[src/rtl/responde_memoria_dados_pkg.sv]
// Shared definitions for the data-memory responder: FSM encoding,
// parameter defaults and the request validity rule.
package responde_memoria_dados_pkg;

    localparam int unsigned LARGURA_DADO           = 8;
    localparam int unsigned LARGURA_ENDERECO       = 8;
    localparam int unsigned PROFUNDIDADE_PADRAO    = 32;
    localparam int unsigned ESPERAS_LEITURA_PADRAO = 1;
    localparam int unsigned LARGURA_ESPERA         = 3;

    typedef enum logic [1:0] {
        OCIOSO   = 2'b00,
        ACESSO   = 2'b01,
        ESPERA   = 2'b10,
        RESPOSTA = 2'b11
    } estado_t;

    // A request is malformed when it is neither exactly a read nor exactly
    // a write, or when it addresses a word beyond the array.
    function automatic logic pedido_invalido(
        input logic                        le,
        input logic                        escreve,
        input logic [LARGURA_ENDERECO-1:0] endereco,
        input int unsigned                 profundidade
    );
        logic [31:0] endereco_ext;
        endereco_ext = {{(32-LARGURA_ENDERECO){1'b0}}, endereco};
        return (le == escreve) || (endereco_ext >= profundidade);
    endfunction

endpackage

[src/rtl/responde_memoria_dados_banco.sv]
// Word-addressed storage: synchronous write, combinational read and an
// asynchronous clear of every word while reset is held.
module banco_memoria_dados
    import responde_memoria_dados_pkg::*;
#(
    parameter int unsigned PROFUNDIDADE = PROFUNDIDADE_PADRAO
) (
    input  logic                        clock,
    input  logic                        Reset,
    input  logic                        escrita_en,
    input  logic [LARGURA_ENDERECO-1:0] end_escrita,
    input  logic [LARGURA_DADO-1:0]     dado_escrita,
    input  logic [LARGURA_ENDERECO-1:0] end_leitura,
    output logic [LARGURA_DADO-1:0]     dado_leitura
);

    logic [LARGURA_DADO-1:0] mem_q [PROFUNDIDADE];

    always_ff @(posedge clock or posedge Reset) begin
        if (Reset) begin
            for (int unsigned i = 0; i < PROFUNDIDADE; i++) begin
                mem_q[i] <= '0;
            end
        end else if (escrita_en) begin
            for (int unsigned i = 0; i < PROFUNDIDADE; i++) begin
                if (end_escrita == LARGURA_ENDERECO'(i)) begin
                    mem_q[i] <= dado_escrita;
                end
            end
        end
    end

    // Out-of-range addresses read as zero; the FSM never uses them anyway.
    always_comb begin
        dado_leitura = '0;
        for (int unsigned i = 0; i < PROFUNDIDADE; i++) begin
            if (end_leitura == LARGURA_ENDERECO'(i)) begin
                dado_leitura = mem_q[i];
            end
        end
    end

endmodule

[src/rtl/responde_memoria_dados.sv]
// Data-memory responder: accepts one CPU load/store at a time, services it
// with a programmable read latency and holds the response until consumed.
module responde_memoria_dados
    import responde_memoria_dados_pkg::*;
#(
    parameter int unsigned PROFUNDIDADE    = PROFUNDIDADE_PADRAO,
    parameter int unsigned ESPERAS_LEITURA = ESPERAS_LEITURA_PADRAO
) (
    input  logic                        clock,
    input  logic                        Reset,
    input  logic                        pedido,
    input  logic                        le_mem,
    input  logic                        escreve_mem,
    input  logic [LARGURA_ENDERECO-1:0] endereco,
    input  logic [LARGURA_DADO-1:0]     dado_escrito,
    input  logic                        resp_aceito,
    output logic                        pronto,
    output logic                        resp_valido,
    output logic [LARGURA_DADO-1:0]     dado_lido,
    output logic                        erro,
    output logic [7:0]                  contador_acessos
);

    estado_t                     estado_q;
    logic [LARGURA_ENDERECO-1:0] endereco_q;
    logic [LARGURA_DADO-1:0]     dado_escrito_q;
    logic                        le_q;
    logic                        escreve_q;
    logic [LARGURA_ESPERA-1:0]   espera_q;
    logic                        pronto_q;
    logic                        resp_valido_q;
    logic                        erro_q;
    logic [LARGURA_DADO-1:0]     dado_lido_q;
    logic [7:0]                  acessos_q;
    logic [7:0]                  acessos_d;

    logic                        requisicao_erro;
    logic                        escrita_en;
    logic [LARGURA_DADO-1:0]     dado_mem;

    always_comb begin
        requisicao_erro = pedido_invalido(le_q, escreve_q, endereco_q, PROFUNDIDADE);
        escrita_en      = (estado_q == ACESSO) && !requisicao_erro && escreve_q;
        acessos_d       = acessos_q + 8'd1;
    end

    banco_memoria_dados #(
        .PROFUNDIDADE (PROFUNDIDADE)
    ) u_banco (
        .clock        (clock),
        .Reset        (Reset),
        .escrita_en   (escrita_en),
        .end_escrita  (endereco_q),
        .dado_escrita (dado_escrito_q),
        .end_leitura  (endereco_q),
        .dado_leitura (dado_mem)
    );

    always_ff @(posedge clock or posedge Reset) begin
        if (Reset) begin
            estado_q       <= OCIOSO;
            endereco_q     <= '0;
            dado_escrito_q <= '0;
            le_q           <= 1'b0;
            escreve_q      <= 1'b0;
            espera_q       <= '0;
            pronto_q       <= 1'b1;
            resp_valido_q  <= 1'b0;
            erro_q         <= 1'b0;
            dado_lido_q    <= '0;
            acessos_q      <= '0;
        end else begin
            unique case (estado_q)
                OCIOSO: begin
                    if (pedido) begin
                        endereco_q     <= endereco;
                        dado_escrito_q <= dado_escrito;
                        le_q           <= le_mem;
                        escreve_q      <= escreve_mem;
                        pronto_q       <= 1'b0;
                        estado_q       <= ACESSO;
                    end
                end
                ACESSO: begin
                    if (requisicao_erro) begin
                        erro_q        <= 1'b1;
                        dado_lido_q   <= '0;
                        resp_valido_q <= 1'b1;
                        estado_q      <= RESPOSTA;
                    end else if (escreve_q) begin
                        erro_q        <= 1'b0;
                        resp_valido_q <= 1'b1;
                        estado_q      <= RESPOSTA;
                    end else begin
                        espera_q <= LARGURA_ESPERA'(ESPERAS_LEITURA);
                        estado_q <= ESPERA;
                    end
                end
                ESPERA: begin
                    // The edge that takes the counter from 1 to 0 is the one
                    // that captures the read data.
                    espera_q <= espera_q - 1'b1;
                    if (espera_q == LARGURA_ESPERA'(1)) begin
                        dado_lido_q   <= dado_mem;
                        erro_q        <= 1'b0;
                        resp_valido_q <= 1'b1;
                        estado_q      <= RESPOSTA;
                    end
                end
                RESPOSTA: begin
                    if (resp_aceito) begin
                        acessos_q     <= acessos_d;
                        resp_valido_q <= 1'b0;
                        pronto_q      <= 1'b1;
                        estado_q      <= OCIOSO;
                    end
                end
                default: begin
                    estado_q <= OCIOSO;
                end
            endcase
        end
    end

    assign pronto           = pronto_q;
    assign resp_valido      = resp_valido_q;
    assign dado_lido        = dado_lido_q;
    assign erro             = erro_q;
    assign contador_acessos = acessos_q;

endmodule

[config.mk]
export PLATFORM = sky130hd
export DESIGN_NAME = responde_memoria_dados
export DESIGN_NICKNAME = d
export VERILOG_FILES = /design/src/rtl/responde_memoria_dados_pkg.sv /design/src/rtl/responde_memoria_dados_banco.sv /design/src/rtl/responde_memoria_dados.sv
export SDC_FILE = /design/constraint.sdc
export NUM_CORES = 1
export LEC_CHECK = 0
export BUFFER_PORTS_ARGS = -buffer_cell sky130_fd_sc_hd__buf_2
export CAP_MARGIN = 20
export CORE_MARGIN = 2
export CORE_UTILIZATION = 65
export DETAILED_ROUTE_END_ITERATION = 8
export HOLD_SLACK_MARGIN = 0.02
export PLACE_DENSITY = 0.86
export SLEW_MARGIN = 0
export SYNTH_ARGS = -nofsm -noshare
export SYNTH_HDL_FRONTEND = slang
export SYNTH_SLANG_ARGS = --single-unit
[constraint.sdc]
create_clock -name clock -period 21.1 [get_ports clock]
set_input_delay 4.22 -clock clock [delete_from_list [all_inputs] [get_ports clock]]
set_output_delay 4.22 -clock clock [all_outputs]
set_load 0.03 [all_outputs]
Word level (Yosys, flattened, before mapping)
Cells that the tools add are included. W data, S select, Z words.

Register bits: 298. Latch bits: 0. Memory bits (writable): 0. Bits in read-only memories: 0. Bits of input ports: 22. Output and inout port bits: 19. Memories kept: 0.

Add/sub/neg operators: 2. Multipliers: 0. Div/mod/pow operators: 0. Order comparisons: 1. Equal/unequal tests: 43. Shifts and indexed selects: 0. Multiplexer cells: 56. Bitwise logic cells: 0. Reductions and logical operators: 49.

Operator list (count): $mux W8 (34); $eq A8 B5 Y1 const B (16); $reduce_and A2 Y1 (34); $eq A8 B4 Y1 const B (8); $eq A8 B3 Y1 const B (4); $eq A8 B2 Y1 const B (2); $pmux W8 S2 (1); $reduce_and A3 Y1 (5); $ne A2 B2 Y1 const B (6); $mux W1 (11); $add A8 B1 Y8 const B (1); $eq A8 B1 Y1 const B (1); $ge A8 B6 Y1 const B (1); $logic_not A8 Y1 (1); $pmux W2 S4 (1); $mux W2 (3); $mux W3 (2); $pmux W3 S2 (1); $eq A2 B2 Y1 const B (2); $pmux W1 S2 (2); $reduce_and A4 Y1 (1); $reduce_bool A2 Y1 (2); $eq A3 B1 Y1 const B (1); $ne A3 B3 Y1 const B (1); 9 further kinds (10).

Depth between registers and ports, before layout
Word-level depth: 35. Gate-level depth with buffers: 11.

Modules after synthesis
Synthesis repeated with hierarchy kept, for this count alone.

Cell total of the unflattened synthesis: 1213. Area, all modules: 14754.2 um^2.

By module, submodules not included: banco_memoria_dados (times used 1, cells an instance 1055, area an instance 12856.1 um^2, seq. area each 6406.1 um^2); responde_memoria_dados (times used 1, cells an instance 158, area an instance 1898.1 um^2, seq. area each 1052.3 um^2).

Least setup slack after synthesis
No wires, ideal clock.

Path type: input-to-reg. From: in pedido. To: reg dado_escrito_q[0]. Data arrival time: 5181 ps. Slack: 15795 ps. Cell stages on the path: 3. Cell sequence: nand2_1 -> clkbuf_1 -> mux2_2.

Word-level cells in the longest chain between the ends: 1.

Ends and longest elaborated chain: from (decl) (RTL line responde_memoria_dados.sv:11) `input logic pedido,`; $reduce_and A2 Y1 (no line); to (signal assigned) (RTL line responde_memoria_dados.sv:77) `dado_escrito_q <= dado_escrito;`; to (decl) (RTL line responde_memoria_dados.sv:26) `logic [LARGURA_DADO-1:0] dado_escrito_q;`.

No other way between the ends. A chain may end at the register's enable or synchronous reset.

==> impl_results.md <==
- Outcome: finished, final reports clean
- Met3 usage: under 10%
- Nets@finish: approximately 1300
- Startpoint types: input pin
- Largest net degree at the start of global routing: 97
- Fmax: between 150 and 200 MHz
- Synth Flop Type: dfrtp_1
- Leakage: between 8 and 9 nW
- Worst setup EP type: asynchronous set/reset pin
- Largest area contributor in the netlist: dfrtp_1
- Critical path class: input pin to asynchronous set/reset pin
- GR Util met1: 48.0%
- Seq/Total Area, Yosys: 48.1%
- Synth cell types: a little over 80
- Clock Skew: approximately 0.02 ns
- Maxcap violations: 0
- Post-CTS setup buffer count: 0
- Remaining antenna violation count: 0
- Core Box Area: between 0.02 and 0.025 mm²
- DR vias: 11330
- Synthesized cell area: about 0.016 mm²
- Vias in the first global route: between 10000 and 15000
- I/O pin cnt: 41
- RSZ-0062 raised after global routing: false
- Total wire length: around 43000 µm
- Clock sink total: between 200 and 300
- Synth top area share: 47.9%
- Hold Violations, Final: 0
- Post-DR wirelength/cell: between 20 and 30 µm
- First-pass GRT wire length: around 67000 µm
- Setup_tns: 0 ns
- Dpl cell area: around 0.016 mm²
- Worst vdd ir: about 0.19 mV
- Post-layout min period: 5.94 ns
- DR DRC count: 0
- CTS tree: yes
- Num rows: 56
- Worst hold path type: flop to flop
- Number of port buffers: 40
- Placed Cells incl. Taps: about 1500
- Worst-path clk slew: approximately 0.06 ns
- Area delta synth->final: 9.35%
- WP data required: roughly 22 ns
- Post-layout instance area: ~0.017 mm²
- Layout cell share with drive strength beyond 1: 34.1%
- Post-route insts no fill: roughly 1600
- RD Place Congestion: a little under 1
- CTS Buf Count: 34
- Area contributors post-synth: dfrtp_1, mux2_2, mux2_4
- Die footprint: around 0.025 mm²
- Final total power: between 1.5 and 2 mW
- Asr flop ratio synth: 100%
- Number of antenna violations at the first check in global routing: 0
- DP HPWL: between 20000 and 30000 µm
- Most common cell after layout, fill and taps aside: dfrtp_1
- Root buffer cell: clkbuf_16
- Max-slew violation count: 0
- Chip height: 158 µm
- Maximum fanout along the worst path: 96
- Most frequent cells in the layout: dfrtp_1, mux2_2, nand2_1
- Power density cells: about 110 mW/mm²
- Max Buffers Root-to-Sink: 3
- Drt initial violations: 1820
- Pre-Repair DR Iteration Count: 6
- Via-to-Cell Ratio: ~7.1
- Tcrit/Tclk final: between 20% and 30%
- Width of the die: 158 µm
- M2 GR Usage: 53.9%
- # hold bufs at CTS: 0
- Warning count from the yosys run: 0
- Slew HR: 18.4%
- Initial Util: ~66%
- Setup violation total in the final timing report: 0
- Syn Inst Count: roughly 1300
- Global route hottest layer: met2
- Worst-Skew Late Latency: between 0.5 and 0.6 ns
- Crit path DAT: between 6 and 7 ns
- GR Util All Layers: a little over a third
- # H-tree levels: 2
- Worst slew pin tran: between 1 and 1.5 ns
- Number of flops mapped to enable cells by yosys: 0
- Avg Cell Area, Syn: 12.4 µm²
- Post_cts resized: 0
- Overflow left after global routing: 0
- Syn_nets: around 1300
- Register bit total from synthesis: just under 300
-- power by group --
part | switching [mW] | leakage (nW) | internal (mW)
sequential | 0.118 | 4.09 | 0.618
clock | 0.236 | 0.516 | 0.336
combinational | 0.446 | 3.73 | 0.190
-- final cells by class --
class | instances | area [µm²]
clock buffers | 50 | 982
multi-input cells | 852 | 7590
clock inverters | 8 | 80.1
flip-flops and latches | 298 | 7470
diodes | 1 | 2.50
fillers | 1460 | 6510
inverters | 14 | 60.1
well taps | 319 | 399
repair buffers | 64 | 380
-- critical path, stage by stage --
cell and delay [ns]:
buf_2 0.13, inv_8 0.41, buf_4 0.73, buf_4 0.84
-- metal layers --
metal | vias up | wire, µm | part of all wire (%)
li1 | 4695 | - | -
met1 | 5618 | 16600 | 38
met2 | 813 | 19400 | 45
met3 | 204 | 4980 | 11
met4 | 0 | 2300 | 5.3
met5 | - | 0 | 0
-- kinds of logic (layout without fill, tap and decap cells) --
| kind of cell | after synthesis | count (layout) | share of synthesized area [%] |
|---|---|---|---|
| AOI/OAI and AO/OA | 246 | 246 | 10.8 |
| xor gates and xnor gates | 9 | 9 | 0.508 |
| adders and majority gates | 8 | 8 | 0.645 |
| buffers and inverters | 102 | 136 | 2.98 |
| DFF | 298 | 298 | 48.1 |
| muxes | 330 | 330 | 25.3 |
| other | 0 | 1 | 0 |
| and+or+nand+nor | 259 | 259 | 11.7 |
-- sequential cells by signal, indices dropped and copies added, names as in the netlist, 2 cells and up --
name and cells:
u_banco.mem_q 256, contador_acessos 8, dado_escrito_q 8, dado_lido 8
endereco_q 8, espera_q 3, estado_q 2
-- synth_stat cells, types with 8 or more instances --
master,number
dfrtp_1,297
mux2_2,216
nand2_1,56
o21ai_0,49
a21oi_1,48
mux2_4,48
nor2_1,43
clkbuf_1,41
buf_2,39
mux2i_1,34
nand3_1,30
mux2_1,26
nor2_8,23
nor3_1,20
o22ai_1,19
a22oi_1,15
inv_1,12
a31oi_1,11
nor2b_1,11
o211ai_1,10
a211oi_1,9
nand2b_1,9
a211o_1,8
ha_1,8
o2bb2ai_1,8
o32ai_1,8
-- stage by stage --
stage,utilization [%],setup WS (ns),hold WS (ns)
2_1_floorplan,-,8.65,0.450
3_3_place_gp,67.7,14.53,0.459
3_5_place_dp,67.7,14.49,0.474
4_1_cts,72.2,15.01,0.486
5_1_grt,72.2,14.73,0.497
6_report,72.3,15.16,0.486
-- final timing paths --
check,from,end,depth (start not counted),slack [ns]
min in group asynchronous,Reset,contador_acessos[3]$_DFFE_PP0P_,2,3.77
worst min-delay path,contador_acessos[7]$_DFFE_PP0P_,contador_acessos[7]$_DFFE_PP0P_,1,0.49
worst max-delay path,Reset,u_banco.mem_q[163]$_DFFE_PP0P_,4,15.16
worst max register to register,endereco_q[1]$_DFFE_PP0P_,dado_lido[1]$_DFFE_PP0P_,7,16.78
max in group clock,pronto$_DFFE_PP1P_,pronto,1,15.64
worst min register to register,contador_acessos[7]$_DFFE_PP0P_,contador_acessos[7]$_DFFE_PP0P_,1,0.49
Power figures use the tool's default switching activity.
